==> config.mk <==
export PLATFORM = sky130hd
export DESIGN_NAME = csa_stream_accumulator
export DESIGN_NICKNAME = d
export VERILOG_FILES = /design/src/rtl/csa_stream_accumulator.sv
export SDC_FILE = /design/constraint.sdc
export NUM_CORES = 1
export LEC_CHECK = 0
export CORE_ASPECT_RATIO = 1.2
export CORE_MARGIN = 3
export CORE_UTILIZATION = 30
export DETAILED_ROUTE_END_ITERATION = 6
export GPL_ROUTABILITY_DRIVEN = 0
export PLACE_DENSITY = 0.59
export SYNTH_ARGS = -nofsm -noshare
export SYNTH_HDL_FRONTEND = slang
export SYNTH_SLANG_ARGS = --single-unit
==> constraint.sdc <==
create_clock -name clk -period 3.78 [get_ports clk]
set_input_delay 0.567 -clock clk [delete_from_list [all_inputs] [get_ports clk]]
set_output_delay 0.567 -clock clk [all_outputs]
set_load 0.005 [all_outputs]
==> src/rtl/csa_stream_accumulator.sv <==
// Streaming carry-save accumulator: N operands per beat fold into a redundant (sum, carry)
// pair, resolved once per frame. Define CSA_SAT_EN to clamp overflowed results to all ones.
module csa_stream_accumulator #(
   parameter int N     = 5,
   parameter int W     = 14,
   parameter int ACC_W = 24,
   parameter int CNT_W = 8
) (
   input  logic               clk,
   input  logic               rst,
   input  logic               in_valid,
   output logic               in_ready,
   input  logic               in_last,
   input  logic [N*W-1:0]     in_data,
   output logic               out_valid,
   input  logic               out_ready,
   output logic [ACC_W-1:0]   out_sum,
   output logic               out_ovf,
   output logic [CNT_W-1:0]   out_cnt
);

   typedef enum logic [1:0] {ACCUM, RESOLVE, HOLD} state_t;

   state_t             state;
   logic [ACC_W-1:0]   sum_p0;
   logic [ACC_W-1:0]   car_p0;
   logic               ovf_p0;
   logic [CNT_W-1:0]   cnt_p0;

   logic [ACC_W-1:0]   sum_nx;
   logic [ACC_W-1:0]   car_nx;
   logic               drop_nx;
   logic [ACC_W:0]     cpa;

   function automatic logic [CNT_W-1:0] sat_inc(input logic [CNT_W-1:0] v);
      return (&v) ? v : v + 1'b1;
   endfunction

   function automatic logic [ACC_W-1:0] sat_result(input logic [ACC_W-1:0] r, input logic ovf);
`ifdef CSA_SAT_EN
      return ovf ? {ACC_W{1'b1}} : r;
`else
      return (ovf & 1'b0) ? '0 : r;
`endif
   endfunction

   // Chain of 3:2 compressors folding each operand into the (sum, carry) rows. A carry that
   // would leave bit ACC_W-1 is worth 2^ACC_W, so dropping it proves the true sum overflows.
   always_comb begin
      logic [ACC_W-1:0] op;
      logic [ACC_W-1:0] maj;
      sum_nx  = sum_p0;
      car_nx  = car_p0;
      drop_nx = 1'b0;
      for (int k = 0; k < N; k++) begin
         op         = '0;
         op[W-1:0]  = in_data[k*W +: W];
         maj        = (sum_nx & car_nx) | (sum_nx & op) | (car_nx & op);
         drop_nx    = drop_nx | maj[ACC_W-1];
         sum_nx     = sum_nx ^ car_nx ^ op;
         car_nx     = maj << 1;
      end
   end

   assign cpa = {1'b0, sum_p0} + {1'b0, car_p0};

   always_ff @(posedge clk) begin
      if (rst) begin
         state     <= ACCUM;
         sum_p0    <= '0;
         car_p0    <= '0;
         ovf_p0    <= 1'b0;
         cnt_p0    <= '0;
         in_ready  <= 1'b1;
         out_valid <= 1'b0;
         out_sum   <= '0;
         out_ovf   <= 1'b0;
         out_cnt   <= '0;
      end else begin
         case (state)
            ACCUM: begin
               if (in_valid && in_ready) begin
                  sum_p0 <= sum_nx;
                  car_p0 <= car_nx;
                  ovf_p0 <= ovf_p0 | drop_nx;
                  cnt_p0 <= sat_inc(cnt_p0);
                  if (in_last) begin
                     state    <= RESOLVE;
                     in_ready <= 1'b0;
                  end
               end
            end
            // Single carry-propagate add; accumulator clears for the next frame.
            RESOLVE: begin
               out_sum   <= sat_result(cpa[ACC_W-1:0], ovf_p0 | cpa[ACC_W]);
               out_ovf   <= ovf_p0 | cpa[ACC_W];
               out_cnt   <= cnt_p0;
               out_valid <= 1'b1;
               sum_p0    <= '0;
               car_p0    <= '0;
               ovf_p0    <= 1'b0;
               cnt_p0    <= '0;
               state     <= HOLD;
            end
            HOLD: begin
               if (out_ready) begin
                  out_valid <= 1'b0;
                  in_ready  <= 1'b1;
                  state     <= ACCUM;
               end
            end
            default: begin
               state    <= ACCUM;
               in_ready <= 1'b1;
            end
         endcase
      end
   end

endmodule

# == Word level (Yosys, flattened, before mapping) ==
# Cells that the tools add are included.
# word_totals
ff_bits,94
out_inout_bits,35
in_bits,75
wordCells,89
# classes
n_reduce_logical,10
add_sub_neg,2
n_eq_ne,6
mux,19
bitwise_logic,42
# ops
cell,count
24-bit by 14-bit AND with 24-bit output,10
24-bit OR,10
24-bit AND,5
24-bit by 14-bit XOR with 24-bit output,5
24-bit XOR,5
24-bit case mux with 2 select lines,2
24-bit 2-to-1 mux,2
24-bit by 24-bit adder with 25-bit output,1
8-bit 2-to-1 mux,2
8-bit case mux with 2 select lines,1
8-bit by 1-bit adder with 8-bit output (second input constant),1
2-bit != test (second input constant),4
8-bit AND reduction,1
2-bit 2-to-1 mux,3
1-bit OR,6
2-bit case mux with 3 select lines,1
3-bit AND reduction,2
1-bit 2-to-1 mux,5
1-bit case mux with 2 select lines,2
2-bit AND reduction,2
4-bit AND reduction,1
2-bit nonzero test,2
1-bit case mux with 3 select lines,1
2-bit by 1-bit equality test with 1-bit output (second input constant),1
other kinds (4),4

# == Depth between registers and ports, before layout ==
# Gate-level depths: netlist (run 1).
# logic_depth
word_depth,19
depth_mapped,11
ltp_nobuf,11

# == Worst setup path before layout (run 1) ==
# OpenSTA, ideal clock, no wires.
# synth_timing
path_type,input -> register
startpoint,input in_data[13]
endpoint,register sum_p0[13]
slack_ns,0.375
path_buffers,0
arrival_time_ns,3.277
setup_ns,0.128
required_time_ns,3.652
path_stages,11
path_cell_list,inv_1 > fa_1 > inv_1 > fa_1 > inv_1 > fa_1 > inv_1 > fa_1 > fa_1 > a22oi_1 > nor2_1
# synth_via
elab_chain_cells,11
# synth_rtl
element,line_no,rtl
from (decl),14,"input logic [N*W-1:0] in_data,"
24-bit by 14-bit XOR with 24-bit output,60,sum_nx = sum_nx ^ car_nx ^ op;
24-bit XOR,60,
24-bit by 14-bit XOR with 24-bit output,60,
24-bit XOR,60,
24-bit by 14-bit XOR with 24-bit output,60,
24-bit XOR,60,
24-bit by 14-bit XOR with 24-bit output,60,
24-bit XOR,60,
24-bit by 14-bit XOR with 24-bit output,60,
24-bit 2-to-1 mux,82,if (in_valid && in_ready) begin
24-bit case mux with 2 select lines,80,case (state)
to (signal assigned),83,sum_p0 <= sum_nx;
to (decl),25,logic [ACC_W-1:0] sum_p0;
# Every way passes these cells. The select of a mux whose other input is x is not followed.
# A chain may end at the register's enable or synchronous reset.

# == Worst setup path in the final report (run 1) ==
# Same ends and word-level chain as after synthesis.

==> results of run 1 <==
## final cells by class
type,count,share of cell area
Sequential cell,93,0.229
Inverter,27,0.0124
Clock inverter,6,0.0117
Tap cell,270,0.0415
Multi-Input combinational cell,501,0.538
Clock buffer,10,0.0281
Timing Repair Buffer,114,0.140
## power by group through the flow
| stage | registers (mW) | logic [mW] | clock network (mW) |
|---|---|---|---|
| global route | 1.29 | 3.26 | 1.06 |
| detailed placement | 1.29 | 2.77 | 0 |
| finish | 1.26 | 2.68 | 0.988 |
| floorplan | 1.24 | 2.14 | 0 |
| global placement | 1.29 | 2.71 | 0 |
| CTS | 1.27 | 2.78 | 1.02 |
## worst reg2reg max path: cells and delay by family, from the launching register on
family	cells	cell delay, ns
fa+ha+maj	5	2.35
flops	1	0.37
buf+inv	4	0.23
compound gates	1	0.17
simple gates	1	0.05
## how the worst min path moves through the flow
stage	from	to	slack, ns	cells after the start
floorplan	ovf_p0	ovf_p0	0.44	2
global placement	out_sum[21]	out_sum[21]	0.44	2
detailed placement	out_sum[21]	out_sum[21]	0.45	2
CTS	out_sum[8]	out_sum[8]	0.45	2
global route	out_cnt[5]	out_cnt[5]	0.47	2
finish	out_sum[8]	out_sum[8]	0.45	2
## logic make-up (layout without fill, tap and decap cells)
group / count (synthesis) / after routing / share of synthesized area
AO/OA/AOI/OAI: 158 / 158 / 0.163
XOR/XNOR: 17 / 17 / 0.0231
adder cells (fa/ha/maj): 143 / 143 / 0.364
buffers and inverters: 57 / 157 / 0.0332
flip-flops: 93 / 93 / 0.288
AND/OR/NAND/NOR: 183 / 183 / 0.128
## stage by stage
step / TNS (ns) / std cells / setup WS, ns / power [mW] / hold slack (ns)
floorplan: 0 / 651 / 0.375 / 3.38 / 0.438
global placement: -0.926 / 1005 / -0.125 / 4.00 / 0.440
detailed placement: -1.46 / 1005 / -0.187 / 4.06 / 0.446
CTS: 0 / 1021 / 0.196 / 5.07 / 0.454
global route: 0 / 1021 / 0.107 / 5.60 / 0.470
finish: 0 / 1021 / 0.196 / 4.94 / 0.448
## state kept, by name, indices dropped and copies added, names as in the netlist
name	count
out_sum	24
out_ovf	1
car_p0	23
sum_p0	24
in_ready	1
ovf_p0	1
out_valid	1
out_cnt	8
state	2
cnt_p0	8
## cells in the final DEF, fill, tap and decap left out, types with 11 or more instances in the layout
master           Yosys  layout
fa_1                75      75
a21oi_1             44      44
inv_1               27      27
a22oi_1             45      45
ha_1                68      68
o21ai_0             20      20
xnor2_1             14      14
dfxtp_1             93      93
nand2_1             63      63
nor3_1              11      11
clkdlybuf4s50_1      0     108
nor2_1              68      68
## routing by layer
layer	GRT usage	vias up
met2	0.237	84
met4	0.0337	0
met5	0	-
met1	0.172	2411
li1	-	2466
met3	0.0238	13
==> impl_metrics.json, run 1 <==
{
  "grt_max_degree": 67,
  "avgSynthCellArea_um2": 9.91,
  "cts.sinks": 93,
  "cts_tree": "done",
  "worstSetupEndpointType": "flop",
  "synth-async-reset-ratio": 0,
  "crit_cells": 12,
  "power_density_nw_per_um2": 606,
  "crit_fanout": 1,
  "combPwrFrac": 0.544,
  "status": "finished, final reports clean",
  "syn_nets": 869,
  "path_common_cell": "fa_1",
  "yosys-top-cells-count": "93 x dfxtp_1, 75 x fa_1, 68 x ha_1, 68 x nor2_1, 63 x nand2_1",
  "maxCapViolCount": 0,
  "drtIter0Drc": 248,
  "synth_top_area_frac": 0.288,
  "internal_power_mw": 3.05,
  "remaining_drc_errors": 0,
  "r2r_slack_ns": 0.50,
  "post_drt_wl_per_cell_um": 15.0,
  "gr-total-overflow": 0,
  "sequentialPowerShare": 0.256,
  "numCtsBuffers": 9,
  "yosys-top-cells-area": "dfxtp_1 29%, fa_1 23%, ha_1 13%, a22oi_1 5.2%, nor2_1 4.0%",
  "tightest_slew_ns": 1.07,
  "final.min_clock_period_ns": 3.58,
  "cts_root_buf": "clkbuf_16",
  "dieArea_um2": 23300,
  "postCtsSetupRepairBufs": 0,
  "drive_gt1_frac": 0.0426,
  "htree_num_levels": 3,
  "skew_ns": 0.0117,
  "vias": 4974,
  "clock_latency_ns": 0.35,
  "die_h_um": 167,
  "cts_resized": 0,
  "multi_input_area_um2": 4380,
  "synth.distinct_cells": 50,
  "ios": 110,
  "worst-r2r-cell-count": 11,
  "cp_data_arrival_time_ns": 3.81,
  "yosysSeqAreaShare": 0.288,
  "grt_pass1_wl_mm": 25.8,
  "cp_data_required_time_ns": 4.01,
  "post-route-period-util": 0.948,
  "final_area_um2": 8140,
  "die_w_um": 140,
  "timing.rr.start": "sum_p0[13]",
  "fillerInstances": 2114,
  "antenna_found_initial": 0,
  "rsz0062_at_grt": "false",
  "io_buffers": 109,
  "crit_path_end": "sum_p0[13]",
  "switching_share": 0.382,
  "wl_met1_mm": 6.86,
  "worstHoldPathType": "reg -> reg",
  "grt_pass1_vias": 5157,
  "slowest_delay_ns": 0.54,
  "synthFlopType": "dfxtp_1",
  "clock.fmax_mhz": 279,
  "place_area_um2": 7820,
  "clock_path_buffers": 2,
  "startpoint": "in_data[13]",
  "top_layer": "met4",
  "finalHoldViolCount": 0,
  "path_delay_family": "adder cells",
  "setup_viol": 0,
  "place_hpwl_mm": 12.0,
  "reg2reg_to": "sum_p0[13]",
  "postCtsHoldBufs": 0,
  "drt_first_pass_iters": 4,
  "synth_area_leader_cell": "dfxtp_1",
  "routed-wl-met3_um": 460,
  "wl_met2_mm": 7.74,
  "initial_core_util": 0.307,
  "start_kind": "input port",
  "syn_area_um2": 6450,
  "synth.ff_latch_count": 93,
  "via_per_inst": 4.87,
  "p_leak_nw": 3.32,
  "n_antenna_cell": 0,
  "max_slew_margin": 0.284,
  "p_switching_mw": 1.89,
  "fin_nets": 964,
  "core_area_um2": 21000,
  "synth_edf_count": 0,
  "gr-usage-all-layers": 0.135,
  "wl_mm": 15.3,
  "drv_slew": 0,
  "p_clk_frac": 0.200,
  "area_delta_synth_final_pct": 26.2,
  "cp_slowest_cell": "fa_1",
  "max-vdd-ir-drop_mv": 0.332,
  "std_cell_rows": 58,
  "critPathKind": "in -> reg",
  "clk_pin_slew_ns": 0.07,
  "seq_area_um2": 1860,
  "final_util": 0.387,
  "ant_nets": 0,
  "yosysMostFrequentCell": "dfxtp_1",
  "ys.warnings.count": 0,
  "critPathBufInv": 5,
  "path_cells": "clkdlybuf4s50_1 -> inv_1 -> fa_1 -> inv_1 -> fa_1 -> inv_1 -> fa_1 -> inv_1 -> fa_1 -> fa_1 -> a22oi_1 -> nor2_1",
  "netlist_instances": 651
}
Power figures use the tool's default switching activity.
==> run 2: changes to the inputs <==
Clock period 3.78 ns to 4.6 ns, I/O delays scaled along.
==> run 2 against run 1 <==
Sequential power fell by 17%. Clock skew rose by 0.0019 ns. First-iteration DRC count fell by 25%. Cell area fell by 0.48%. Critical path type unchanged. Largest power group unchanged. Highest routed layer unchanged.
==> impl_metrics.json, run 2 (synthesis results as in run 1) <==
{
  "via_per_inst": 4.83,
  "max_slew_margin": 0.265,
  "cp_data_required_time_ns": 4.80,
  "numCtsBuffers": 9,
  "drt_first_pass_iters": 4,
  "cts_tree": "done",
  "final.min_clock_period_ns": 3.73,
  "grt_pass1_vias": 5152,
  "status": "finished, final reports clean",
  "setup_viol": 0,
  "postCtsHoldBufs": 0,
  "cp_data_arrival_time_ns": 3.93,
  "timing.setup.tns_ns": 0,
  "multi_input_area_um2": 4380,
  "gr-usage-all-layers": 0.135,
  "clk_pin_slew_ns": 0.07,
  "start_kind": "input port",
  "layout_commonest_cell": "clkdlybuf4s50_1",
  "grt_max_degree": 51,
  "clock_latency_ns": 0.35,
  "postCtsSetupRepairBufs": 0,
  "hold_slack_ns": 0.453,
  "die_h_um": 167,
  "core_area_um2": 21000,
  "final_cell_mix": "108 x clkdlybuf4s50_1, 93 x dfxtp_1, 75 x fa_1, 68 x nor2_1, 68 x ha_1",
  "place_hpwl_mm": 12.0,
  "std_cell_rows": 58,
  "maxCapViolCount": 0,
  "grt_pass1_wl_mm": 25.9,
  "antenna_found_initial": 0,
  "reg_top3": "out_sum x24, sum_p0 x24, car_p0 x23",
  "r2r_slack_ns": 1.30,
  "wl_mm": 15.2,
  "dieArea_um2": 23300,
  "cts_resized": 0,
  "post-route-period-util": 0.811,
  "cts.sinks": 93,
  "area_delta_synth_final_pct": 25.6,
  "ant_nets": 0,
  "gr-total-overflow": 0,
  "ios": 110,
  "drv_slew": 0,
  "place_area_um2": 7800,
  "max-vdd-ir-drop_mv": 0.289,
  "remaining_drc_errors": 0,
  "total_power_mw": 4.01,
  "clock.fmax_mhz": 268,
  "drive_gt1_frac": 0.0439,
  "initial_core_util": 0.307,
  "crit_fanout": 1,
  "worstHoldPathType": "reg -> reg",
  "clock_path_buffers": 2,
  "cts_root_buf": "clkbuf_16",
  "n_antenna_cell": 0,
  "p_leak_nw": 3.31,
  "io_buffers": 109,
  "drtIter0Drc": 187,
  "htree_num_levels": 3,
  "fillerInstances": 2126,
  "critPathKind": "in -> reg",
  "vias": 4935,
  "tightest_slew_ns": 1.10,
  "die_w_um": 140,
  "power_density_nw_per_um2": 495,
  "seq_area_um2": 1860,
  "finalHoldViolCount": 0,
  "worstSetupEndpointType": "flop",
  "rsz0062_at_grt": "false",
  "skew_ns": 0.0136,
  "post_drt_wl_per_cell_um": 14.9,
  "fin_nets": 964,
  "final_area_um2": 8100
}
-- run 2: worst paths after layout --
check / end / start / cells past startpoint
max: sum_p0[13] / in_data[13] / 12
min: out_sum[8] / out_sum[8] / 2
max reg2reg: sum_p0[13] / sum_p0[13] / 11
min reg2reg: out_sum[8] / out_sum[8] / 2
-- run 2: where the power goes --
part | switching [mW] | total, mW | internal, mW
combinational | 1.12 | 2.23 | 1.12
clock | 0.360 | 0.744 | 0.384
sequential | 0.116 | 1.04 | 0.919
-- run 2: final cells by class --
| class | count | share of cell area |
|---|---|---|
| Timing Repair Buffer | 114 | 0.139 |
| Multi-Input combinational cell | 501 | 0.541 |
| Tap cell | 270 | 0.0417 |
| Sequential cell | 93 | 0.230 |
| Clock buffer | 9 | 0.0278 |
| Inverter | 27 | 0.0125 |
| Clock inverter | 7 | 0.00896 |
-- run 2: per-layer routing --
layer  GRT usage  part of all wire  vias up
met4      0.0350             0.012        0
met3      0.0210             0.026       13
met1       0.172              0.45     2387
li1            -                 -     2464
met2       0.238              0.51       71
met5           0                 0        -
-- run 2: worst max-delay path: stages --
cell and delay, ns:
clkdlybuf4s50_1 0.45, inv_1 0.05, fa_1 0.52, inv_1 0.05
fa_1 0.47, inv_1 0.05, fa_1 0.47, inv_1 0.05
fa_1 0.49, fa_1 0.41, a22oi_1 0.17, nor2_1 0.06
-- run 2: stage by stage --
stage | util | instances | setup WS [ns]
floorplan | - | 651 | 1.07
global placement | 0.371 | 1005 | 0.549
detailed placement | 0.371 | 1005 | 0.486
CTS | 0.385 | 1021 | 0.872
global route | 0.385 | 1021 | 0.727
finish | 0.385 | 1021 | 0.871
